<file path="src/rtl/blk_76a81f.sv">
// Debug-master response adapter: tags beats with a fixed channel, drops orphan beats, 2-entry skid buffer.
// Latency 1 cycle into an empty buffer; in_ready depends only on buffer occupancy, never on out_ready.

module fifo #(
    parameter int W     = 8,
    parameter int DEPTH = 2
) (
    input  logic                         clk,
    input  logic                         reset_n,
    input  logic                         push,
    input  logic [W-1:0]                 push_dat,
    input  logic                         pop,
    output logic [W-1:0]                 pop_dat,
    output logic [$clog2(DEPTH+1)-1:0]   count
);
    localparam int AW = (DEPTH > 1) ? $clog2(DEPTH) : 1;
    localparam int CW = $clog2(DEPTH + 1);

    logic [W-1:0]  mem [DEPTH];
    logic [AW-1:0] rd_ptr;
    logic [AW-1:0] wr_ptr;

    // Caller guarantees no push when full and no pop when empty.
    always_ff @(posedge clk) begin
        if (!reset_n) begin
            rd_ptr <= '0;
            wr_ptr <= '0;
            count  <= '0;
            for (int i = 0; i < DEPTH; i++) mem[i] <= '0;
        end else begin
            if (push) begin
                mem[wr_ptr] <= push_dat;
                wr_ptr      <= (wr_ptr == AW'(DEPTH - 1)) ? '0 : wr_ptr + AW'(1);
            end
            if (pop)
                rd_ptr <= (rd_ptr == AW'(DEPTH - 1)) ? '0 : rd_ptr + AW'(1);
            case ({push, pop})
                2'b10:   count <= count + CW'(1);
                2'b01:   count <= count - CW'(1);
                default: count <= count;
            endcase
        end
    end

    assign pop_dat = mem[rd_ptr];
endmodule

module blk_76a81f #(
    parameter int DATA_W      = 8,
    parameter int CHANNEL_W   = 8,
    parameter int OUT_CHANNEL = 0,
    parameter int CNT_W       = 16
) (
    input  logic                 clk,
    input  logic                 reset_n,
    output logic                 in_ready,
    input  logic                 in_valid,
    input  logic [DATA_W-1:0]    in_data,
    input  logic                 in_startofpacket,
    input  logic                 in_endofpacket,
    input  logic                 out_ready,
    output logic                 out_valid,
    output logic [DATA_W-1:0]    out_data,
    output logic [CHANNEL_W-1:0] out_channel,
    output logic                 out_startofpacket,
    output logic                 out_endofpacket,
    output logic [CNT_W-1:0]     pkt_count,
    output logic                 framing_err,
    input  logic                 clear_stats
);
    typedef enum logic {IDLE, IN_PKT} state_t;

    localparam logic [CNT_W-1:0] CNT_MAX = '1;

    state_t            state;
    state_t            state_nxt;
    logic [1:0]        count;
    logic              accept;
    logic              push;
    logic              err_set;
    logic              pop;
    logic [DATA_W+1:0] head;

    assign in_ready = reset_n && (count != 2'd2);
    assign accept   = in_valid && in_ready;

    // Orphan beats in IDLE are consumed but never buffered.
    always_comb begin
        state_nxt = state;
        push      = 1'b0;
        err_set   = 1'b0;
        if (accept) begin
            case (state)
                IDLE: begin
                    if (in_startofpacket) begin
                        push = 1'b1;
                        if (!in_endofpacket) state_nxt = IN_PKT;
                    end else begin
                        err_set = 1'b1;
                    end
                end
                IN_PKT: begin
                    push    = 1'b1;
                    err_set = in_startofpacket;
                    if (in_endofpacket) state_nxt = IDLE;
                end
                default: state_nxt = IDLE;
            endcase
        end
    end

    always_ff @(posedge clk) begin
        if (!reset_n) state <= IDLE;
        else          state <= state_nxt;
    end

    fifo #(.W(DATA_W + 2), .DEPTH(2)) u_fifo (
        .clk      (clk),
        .reset_n  (reset_n),
        .push     (push),
        .push_dat ({in_data, in_startofpacket, in_endofpacket}),
        .pop      (pop),
        .pop_dat  (head),
        .count    (count)
    );

    assign out_valid   = (count != 2'd0);
    assign pop         = out_valid && out_ready;
    assign out_channel = CHANNEL_W'(OUT_CHANNEL);
    assign {out_data, out_startofpacket, out_endofpacket} = head;

    // clear_stats has priority over a same-cycle increment or error.
    always_ff @(posedge clk) begin
        if (!reset_n || clear_stats) begin
            pkt_count   <= '0;
            framing_err <= 1'b0;
        end else begin
            if (pop && out_endofpacket && pkt_count != CNT_MAX)
                pkt_count <= pkt_count + CNT_W'(1);
            if (err_set)
                framing_err <= 1'b1;
        end
    end
endmodule

</file>
<file path="config.mk">
export PLATFORM = sky130hd
export DESIGN_NAME = blk_76a81f
export DESIGN_NICKNAME = d
export VERILOG_FILES = /design/src/rtl/blk_76a81f.sv
export SDC_FILE = /design/constraint.sdc
export NUM_CORES = 1
export LEC_CHECK = 0
export CORE_MARGIN = 2
export CORE_UTILIZATION = 53
export DETAILED_ROUTE_END_ITERATION = 7
export PLACE_DENSITY = 0.94
export SYNTH_ARGS = -nofsm -noshare
export SYNTH_HDL_FRONTEND = slang
export SYNTH_SLANG_ARGS = --single-unit
</file>
<file path="constraint.sdc">
create_clock -name clk -period 4.02 [get_ports clk]
set_input_delay 1.005 -clock clk [delete_from_list [all_inputs] [get_ports clk]]
set_output_delay 1.005 -clock clk [all_outputs]
set_load 0.03 [all_outputs]
</file>
Word level (Yosys, flattened, before mapping) --
Memories as Yosys holds them, arrays and structs flattened. A register that Yosys moved wholly into a read port is not among the register bits. Index checks and enable logic that the tools add are counted.
Storage, ports and cells: register bits 22, memories 1, memory bits (writable) 20, word-level logic and storage cells 48, bits in latches 0, memory bits (read-only) 0
Operators by class: div/mod/pow operators 0, reduce and logical (&&, ||, !) cells 10, shift-type cells 0, multiplexer cells 21, add/sub/neg operators 5, bitwise gates (word level) 1, multiply operators 0, order comparisons 0, equality and inequality tests 4
Memory list:
- u_fifo.mem | words 2, bits a word 10, read ports 1, clocked after memory_dff 1, write ports 2, line 19 | logic [W-1:0] mem [DEPTH];
Operator list (count):
- $add A16 B1 Y16 const B | 1
- $mux W1 | 16
- $ne A16 B16 Y1 const B | 1
- $mux W10 | 1
- $reduce_or A10 Y1 | 1
- $pmux W1 S2 | 3
- $logic_and A1 B1 Y1 | 5
- $pmux W2 S2 | 1
- $reduce_bool A2 Y1 | 2
- $add A1 B1 Y1 const B | 2
- $add A2 B1 Y2 const B | 1
- $eq A2 B1 Y1 const B | 1
- $eq A2 B2 Y1 const B | 1
- $ne A2 B2 Y1 const B | 1
- $sub A2 B1 Y2 const B | 1
- $logic_not A1 Y1 | 1
- $logic_or A1 B1 Y1 | 1
- $not A1 Y1 | 1

Depth between registers and ports, before layout --
Gate-level depths: netlist (run 1).
depth in word-level cells 9, depth in mapped cells 7

Hierarchy --
From an unflattened synthesis (run 1), not the netlist that was laid out.
Unflattened totals: cell total of the unflattened synthesis 210, area total of the unflattened synthesis 2102.0 um2
By module, submodules not included:
- fifo | cells an instance 86, instances 1, area each 1053.5 um2, seq. area each 700.7 um2
- blk_76a81f | cells an instance 124, instances 1, area each 1048.5 um2, seq. area each 360.3 um2

Worst setup path after synthesis (run 1) --
No wires, ideal clock.
path type input port to output port, from input reset_n, to output in_ready, arrival 1.534 ns, slack 1.481 ns, required time 3.015 ns, stages on the path 2, path through clkbuf_1 o21a_1
Between the ends: word-level cells in the longest chain between the ends 1
Ends and longest elaborated chain:
- start: declaration | line 55 | input logic reset_n,
- $logic_and A1 B1 Y1 | line 84 | assign in_ready = reset_n && (count != 2'd2);
- end: declaration | line 56 | output logic in_ready,
No other way between the ends.

Final worst setup path (run 1) --
Ends and elaborated chain as after synthesis.

==> results of run 1 <==
[worst paths after layout]
check,end,depth (start not counted),slack (ns)
min reg2reg,framing_err,1,0.47
max reg2reg,u_fifo.count[1],5,1.98
max,in_ready,3,0.52
min,framing_err,1,0.47
[routing by layer]
layer  global-route usage  vias to the layer above  wire [um]
met5                    0                        -          0
met1                0.260                      800       1890
met4               0.0925                        0         72
met3               0.0341                        7        186
li1                     -                      830          -
met2                0.322                       54       2100
[cells by family after synthesis]
| family | Yosys count | synth area share |
|---|---|---|
| compound gates | 36 | 0.112 |
| xor+xnor | 3 | 0.0119 |
| fa+ha+maj | 3 | 0.0170 |
| buf+inv | 25 | 0.0605 |
| flops | 43 | 0.479 |
| mux | 11 | 0.0605 |
| other cells | 1 | 0.00169 |
| simple gates | 86 | 0.257 |
[cells in the mapped netlist, types with 2 or more instances]
cell	instances	share of area
o21a_1	3	0.010
or2_2	2	0.0057
o211ai_1	3	0.010
clkbuf_1	5	0.0085
and3_1	2	0.0057
a31oi_1	3	0.0085
xnor2_1	3	0.012
a211oi_1	3	0.010
ha_1	3	0.017
dfxtp_1	23	0.21
or4_4	2	0.010
nor2b_1	2	0.0057
mux2_2	9	0.046
o21ai_0	6	0.014
and2_1	22	0.062
a31o_1	2	0.0079
inv_1	8	0.014
or3_1	3	0.0085
and4_1	2	0.0079
nand2_1	9	0.015
nand2b_1	4	0.011
a21oi_1	8	0.018
nor3_1	6	0.014
nor2_1	7	0.012
nand3_1	7	0.016
a21boi_0	2	0.0068
buf_2	2	0.0045
nor4b_1	2	0.0079
nand4_1	6	0.017
buf_4	8	0.027
nor3_2	2	0.0090
nor4_4	2	0.019
edfxtp_1	20	0.27
[cell type report]
class                           instances  area, sq um
Sequential cell                        43         1060
Inverter                                9         33.8
Timing Repair Buffer                   44          438
Clock buffer                            6         72.6
Multi-Input combinational cell        147         1040
Clock inverter                          2         60.1
Tap cell                               50         62.6
Fill cell                             280         1230
[state kept, by name (all words and copies together) (netlist names), named ones only]
| register | count |
|---|---|
| state | 1 |
| u_fifo.count | 2 |
| u_fifo.rd_ptr | 1 |
| pkt_count | 16 |
| framing_err | 1 |
| u_fifo.wr_ptr | 1 |
| u_fifo.mem | 20 |
[metrics by stage]
stage | hold WS, ns | instances | total power [mW]
3_5_place_dp | 0.453 | 293 | 0.732
4_1_cts | 0.480 | 301 | 1.12
6_report | 0.472 | 301 | 1.11
5_1_grt | 0.513 | 301 | 1.16
3_3_place_gp | 0.455 | 293 | 0.728
2_1_floorplan | 0.475 | 215 | 0.669
[power groups by stage]
stage | sequential [mW] | combinational, mW | clock (mW)
final | 0.504 | 0.219 | 0.392
after global routing | 0.509 | 0.234 | 0.413
after CTS | 0.505 | 0.219 | 0.397
after detailed placement | 0.514 | 0.217 | 0
after global placement | 0.513 | 0.215 | 0
after floorplan | 0.498 | 0.170 | 0
==> results by group, run 1 <==
Clocking
  – H-tree levels: 2
  – Root buffer cell: clkbuf_8
  – CTS buffer count: 5
  – CTS sink count: 43
  – Post-CTS Setup Bufs: 0
  – Clock buffer depth: 2
  – Clock-pin slew on the worst setup and hold paths: 0.07 ns
  – Hold buffers post-CTS: 0
  – CTS tree: done
  – Post-CTS sizing: 0
  – Clock Latency Late Sink: 0.29 ns

Synthesis
  – Yosys warnings: 0
  – Synth Register Bits: 43
  – Post-synth EDFFs: 20
  – Avg Synthesized Cell Area: 10.6 sq um
  – Ys flop type: dfxtp_1
  – Synthesized cell area: 2210 sq um
  – Synth cell types: 50
  – Async SR Flop Fraction: 0
  – Post-Synthesis Cells: 208
  – Register area share after synthesis: 0.479

GRT
  – Tot GR Track Use: 0.199
  – Initial antenna violation count: 0
  – Largest net degree at the start of global routing: 14
  – Vias in the first global route: 1556
  – First-pass GRT wire length: 6980 um
  – Grt ovf: 0

Routing
  – 1st-iter DRT viols: 141
  – Antenna Nets Post-Route: 0
  – DRT Pass-1 Iters: 4
  – Vias per cell: 5.62
  – Average wire per cell in the routed design: 14.1 um
  – Final Routed Wirelength: 4250 um
  – Vias: 1691
  – DRC Markers: 0

Worst setup path
  – Most used cell, CP: clkdlybuf4s50_1
  – Slowest cell delay on critical path: 0.66 ns
  – CP Class: in -> out
  – R2r startpoint: u_fifo.count[0]
  – Setup crit end kind: primary output
  – Crit. Startpoint: reset_n
  – Max Fanout on Critical Path: 12
  – Worst Path Required: 3.01 ns
  – Critical path's slowest cell: clkdlybuf4s50_1
  – Worst path cell trace: clkdlybuf4s50_1 -> o21a_1 -> clkdlybuf4s50_1
  – CP startpoint kind: input port
  – Crit path max-delay family: buffers and inverters
  – Worst Path Buf+Inv: 2
  – WP data arrival: 2.50 ns

Place
  – Placed Area: 2640 sq um
  – Gpl congestion: 0.805
  – Detailed placement HPWL: 2990 um
  – DP Worst Slack: 0.506 ns
  – PortBufs: 43

Floorplan
  – Row count: 23
  – Top Ports: 52
  – Initial core utilization: 0.553
  – Die height: 68.6 um
  – Die X: 68.6 um
  – Die area: 4710 sq um
  – Core area: 4000 sq um

Layout
  – Most frequent cells in the layout: clkdlybuf4s50_1, dfxtp_1, and2_1
  – Fin util: 0.693
  – Area Overhead vs Synth: 25.3%
  – Nets: 268
  – Most common cell after layout, fill and taps aside: clkdlybuf4s50_1
  – ANT cells: 0
  – Finished Cell Area: 2770 sq um
  – Share of cells above drive strength 1: 0.127

Timing
  – Peak Freq: 0.286 GHz
  – Final worst path period share: 0.871
  – Fin crit period: 3.50 ns
  – Setup TNS: 0 ns
  – RSZ-0062 raised after global routing: no
  – Clock Skew: 0.00545 ns
  – Actual slew at the worst max-slew pin: 0.811 ns
  – Worst rel slew slack: 0.455
  – Setup ws final: 0.518 ns
  – Hold Vio Cnt, Final: 0
  – Final setup violation count: 0
  – Pins Over Slew Limit: 0

Min path
  – Min-Delay Startpoint: framing_err
  – Min-Delay Path Class: reg -> reg

Run status
  – Status: completed

Power and ir drop
  – Logic pwr share: 0.196
  – Pwr/cell area: 402 nW/um^2
  – Pint: 827 uW
  – Switching power total: 288 uW
  – Clk pwr share: 0.351
  – Maximum vdd ir drop: 0.000308 V
  – Flop pwr share: 0.452
  – Leakage power figure: 1.01 nW
  – Sw Ratio: 0.258

Run
  – Max-cap viol count: 0
Note: power is estimated with default switching activity, not from simulation.
==> run 2: changes to the inputs <==
--- a/config.mk
+++ b/config.mk
@@ -5,6 +5,7 @@
 export SDC_FILE = /design/constraint.sdc
 export NUM_CORES = 1
 export LEC_CHECK = 0
+export CORE_ASPECT_RATIO = 1.75
 export CORE_MARGIN = 2
 export CORE_UTILIZATION = 53
 export DETAILED_ROUTE_END_ITERATION = 7
==> run 2 against run 1 <==
Against the previous run:
- clock power is 29% lower
- register-to-register slack better by 0.06 ns
- cell count stayed put
- critical path depth stayed put
- die area is 0.43% higher
- global-route usage is 0.090 points higher
- wire length is 1.6% higher
- sequential power hardly changed
- power is 10% lower
- first-iteration DRC count is 72% lower
- highest routed layer unchanged
==> results by group, run 2 (same netlist as run 1, synthesis figures left out) <==
Layout
  – Finished Cell Area: 2740 sq um (was 2770 sq um)
  – Share of cells above drive strength 1: 0.135 (was 0.127)
  – Fin util: 0.673 (was 0.693)
  – Max reg flops: 20 (unchanged)
  – Register area: 1060 sq um (unchanged)
  – Reg with most FFs: u_fifo.mem (unchanged)
  – ANT cells: 0 (unchanged)
  – Final std cells w/o fill: 301 (unchanged)
  – Area of the multi-input gates: 1040 sq um (unchanged)
  – Biggest regs: u_fifo.mem: 20 flops, pkt_count: 16 flops, u_fifo.count: 2 flops (unchanged)
  – Nets: 269 (was 268)
  – Most common cell after layout, fill and taps aside: clkdlybuf4s50_1 (unchanged)
  – Area Overhead vs Synth: 23.7% (was 25.3%)
  – Fillers: 309 (was 280)
  – Most frequent cells in the layout: clkdlybuf4s50_1, dfxtp_1, and2_1 (unchanged)

GRT
  – Initial antenna violation count: 0 (unchanged)
  – Tot GR Track Use: 0.200 (was 0.199)
  – Grt ovf: 0 (unchanged)
  – Vias in the first global route: 1553 (was 1556)
  – First-pass GRT wire length: 6990 um (was 6980 um)
  – Largest net degree at the start of global routing: 16 (was 14)

Floorplan
  – Initial core utilization: 0.543 (was 0.553)
  – Core area: 4070 sq um (was 4000 sq um)
  – Die area: 4730 sq um (was 4710 sq um)
  – Row count: 31 (was 23)
  – Die height: 89.5 um (was 68.6 um)
  – Top Ports: 52 (unchanged)
  – Die X: 52.9 um (was 68.6 um)

Power and ir drop
  – Leakage power figure: 0.993 nW (was 1.01 nW)
  – Pwr/cell area: 366 nW/um^2 (was 402 nW/um^2)
  – Clk pwr share: 0.278 (was 0.351)
  – Pint: 704 uW (was 827 uW)
  – Switching power total: 298 uW (was 288 uW)
  – Flop pwr share: 0.503 (was 0.452)
  – Total power: 1.00 mW (was 1.11 mW)
  – Logic pwr share: 0.218 (was 0.196)
  – Sw Ratio: 0.297 (was 0.258)
  – Maximum vdd ir drop: 0.000336 V (was 0.000308 V)

Routing
  – DRC Markers: 0 (unchanged)
  – Vias: 1699 (was 1691)
  – Final Routed Wirelength: 4320 um (was 4250 um)
  – Antenna Nets Post-Route: 0 (unchanged)
  – Average wire per cell in the routed design: 14.3 um (was 14.1 um)
  – DRT Pass-1 Iters: 4 (unchanged)
  – Vias per cell: 5.64 (was 5.62)
  – 1st-iter DRT viols: 40 (was 141)

Worst setup path
  – Max Fanout on Critical Path: 2 (was 12)
  – CP startpoint kind: input port (unchanged)
  – Setup crit end kind: primary output (unchanged)
  – CP Class: in -> out (unchanged)
  – Worst path cell trace: clkdlybuf4s50_1 -> o21a_1 -> clkdlybuf4s50_1 (unchanged)
  – Critical path's slowest cell: clkdlybuf4s50_1 (unchanged)
  – Slowest cell delay on critical path: 0.66 ns (about the same)
  – Most used cell, CP: clkdlybuf4s50_1 (unchanged)
  – Worst Path Required: 3.01 ns (about the same)
  – Reg2Reg Setup Slack: 2.04 ns (was 1.98 ns)
  – WP data arrival: 2.26 ns (was 2.50 ns)

Clocking
  – Clock-pin slew on the worst setup and hold paths: 0.08 ns (was 0.07 ns)
  – H-tree levels: 2 (unchanged)
  – Post-CTS Setup Bufs: 0 (unchanged)
  – Clock buffer depth: 2 (unchanged)
  – Root buffer cell: clkbuf_8 (unchanged)
  – CTS sink count: 43 (unchanged)
  – Hold buffers post-CTS: 0 (unchanged)
  – CTS tree: done (unchanged)
  – CTS buffer count: 5 (unchanged)
  – Post-CTS sizing: 0 (unchanged)
  – Clock Latency Late Sink: 0.30 ns (was 0.29 ns)

Timing
  – Peak Freq: 0.307 GHz (was 0.286 GHz)
  – Hold Vio Cnt, Final: 0 (unchanged)
  – Actual slew at the worst max-slew pin: 0.846 ns (was 0.811 ns)
  – RSZ-0062 raised after global routing: no (unchanged)
  – Setup TNS: 0 ns (unchanged)
  – Clock Skew: 0.00534 ns (was 0.00545 ns)
  – Worst rel slew slack: 0.435 (was 0.455)
  – Fin crit period: 3.26 ns (was 3.50 ns)
  – Final setup violation count: 0 (unchanged)
  – Setup ws final: 0.760 ns (was 0.518 ns)
  – Pins Over Slew Limit: 0 (unchanged)
  – Hold WS: 0.478 ns (was 0.472 ns)
  – Final worst path period share: 0.811 (was 0.871)

Min path
  – Min-Delay Path Class: reg -> reg (unchanged)

Place
  – Detailed placement HPWL: 3260 um (was 2990 um)
  – DP Worst Slack: 0.752 ns (was 0.506 ns)
  – Gpl congestion: 0.785 (was 0.805)
  – Placed cell count: 293 (unchanged)
  – PortBufs: 43 (unchanged)
  – Placed Area: 2650 sq um (was 2640 sq um)

Run
  – Max-cap viol count: 0 (unchanged)

Run status
  – Status: completed (unchanged)
[run 2: cell types whose count changed in the layout (fill, tap and decap cells not counted), sizes merged]
cell	previous run	this run
clkbuf	6	5
inv	9	10
bufinv	2	0
buf	1	2
clkinvlp	0	2
[run 2: layout make-up]
cell class	instances	area share
timing repair buffer	45	0.163
tap	49	0.0224
inverter	9	0.0123
clock inverter	3	0.00868
multi-input combinational	147	0.381
sequential	43	0.387
clock buffer	5	0.0251
[run 2: power by group through the flow]
stage | sequential, mW | combinational (mW) | clock, mW
2_1_floorplan | 0.498 | 0.170 | 0
5_1_grt | 0.508 | 0.234 | 0.298
3_5_place_dp | 0.515 | 0.220 | 0
3_3_place_gp | 0.513 | 0.216 | 0
6_report | 0.504 | 0.218 | 0.279
4_1_cts | 0.505 | 0.221 | 0.283
[run 2: worst max-delay path: cells and delay by family]
| family | cells | cell delay (ns) |
|---|---|---|
| compound gates | 1 | 0.12 |
| buf+inv | 2 | 1.14 |
[run 2: path summary, 6_finish.rpt]
path	cells after the start	from	end
worst max-delay path	3	reset_n	in_ready
worst min-delay path	1	framing_err	framing_err
worst max register to register	5	u_fifo.count[0]	u_fifo.count[1]
worst min register to register	1	framing_err	framing_err
[run 2: per-layer routing]
| layer | up-vias | global-route usage | part of all wire | wire length, um |
|---|---|---|---|---|
| met5 | - | 0 | 0 | 0 |
| met4 | 0 | 0.0723 | 0.016 | 71 |
| met3 | 7 | 0.0418 | 0.033 | 144 |
| met2 | 39 | 0.372 | 0.57 | 2460 |
| met1 | 819 | 0.217 | 0.38 | 1640 |
| li1 | 834 | - | - | - |
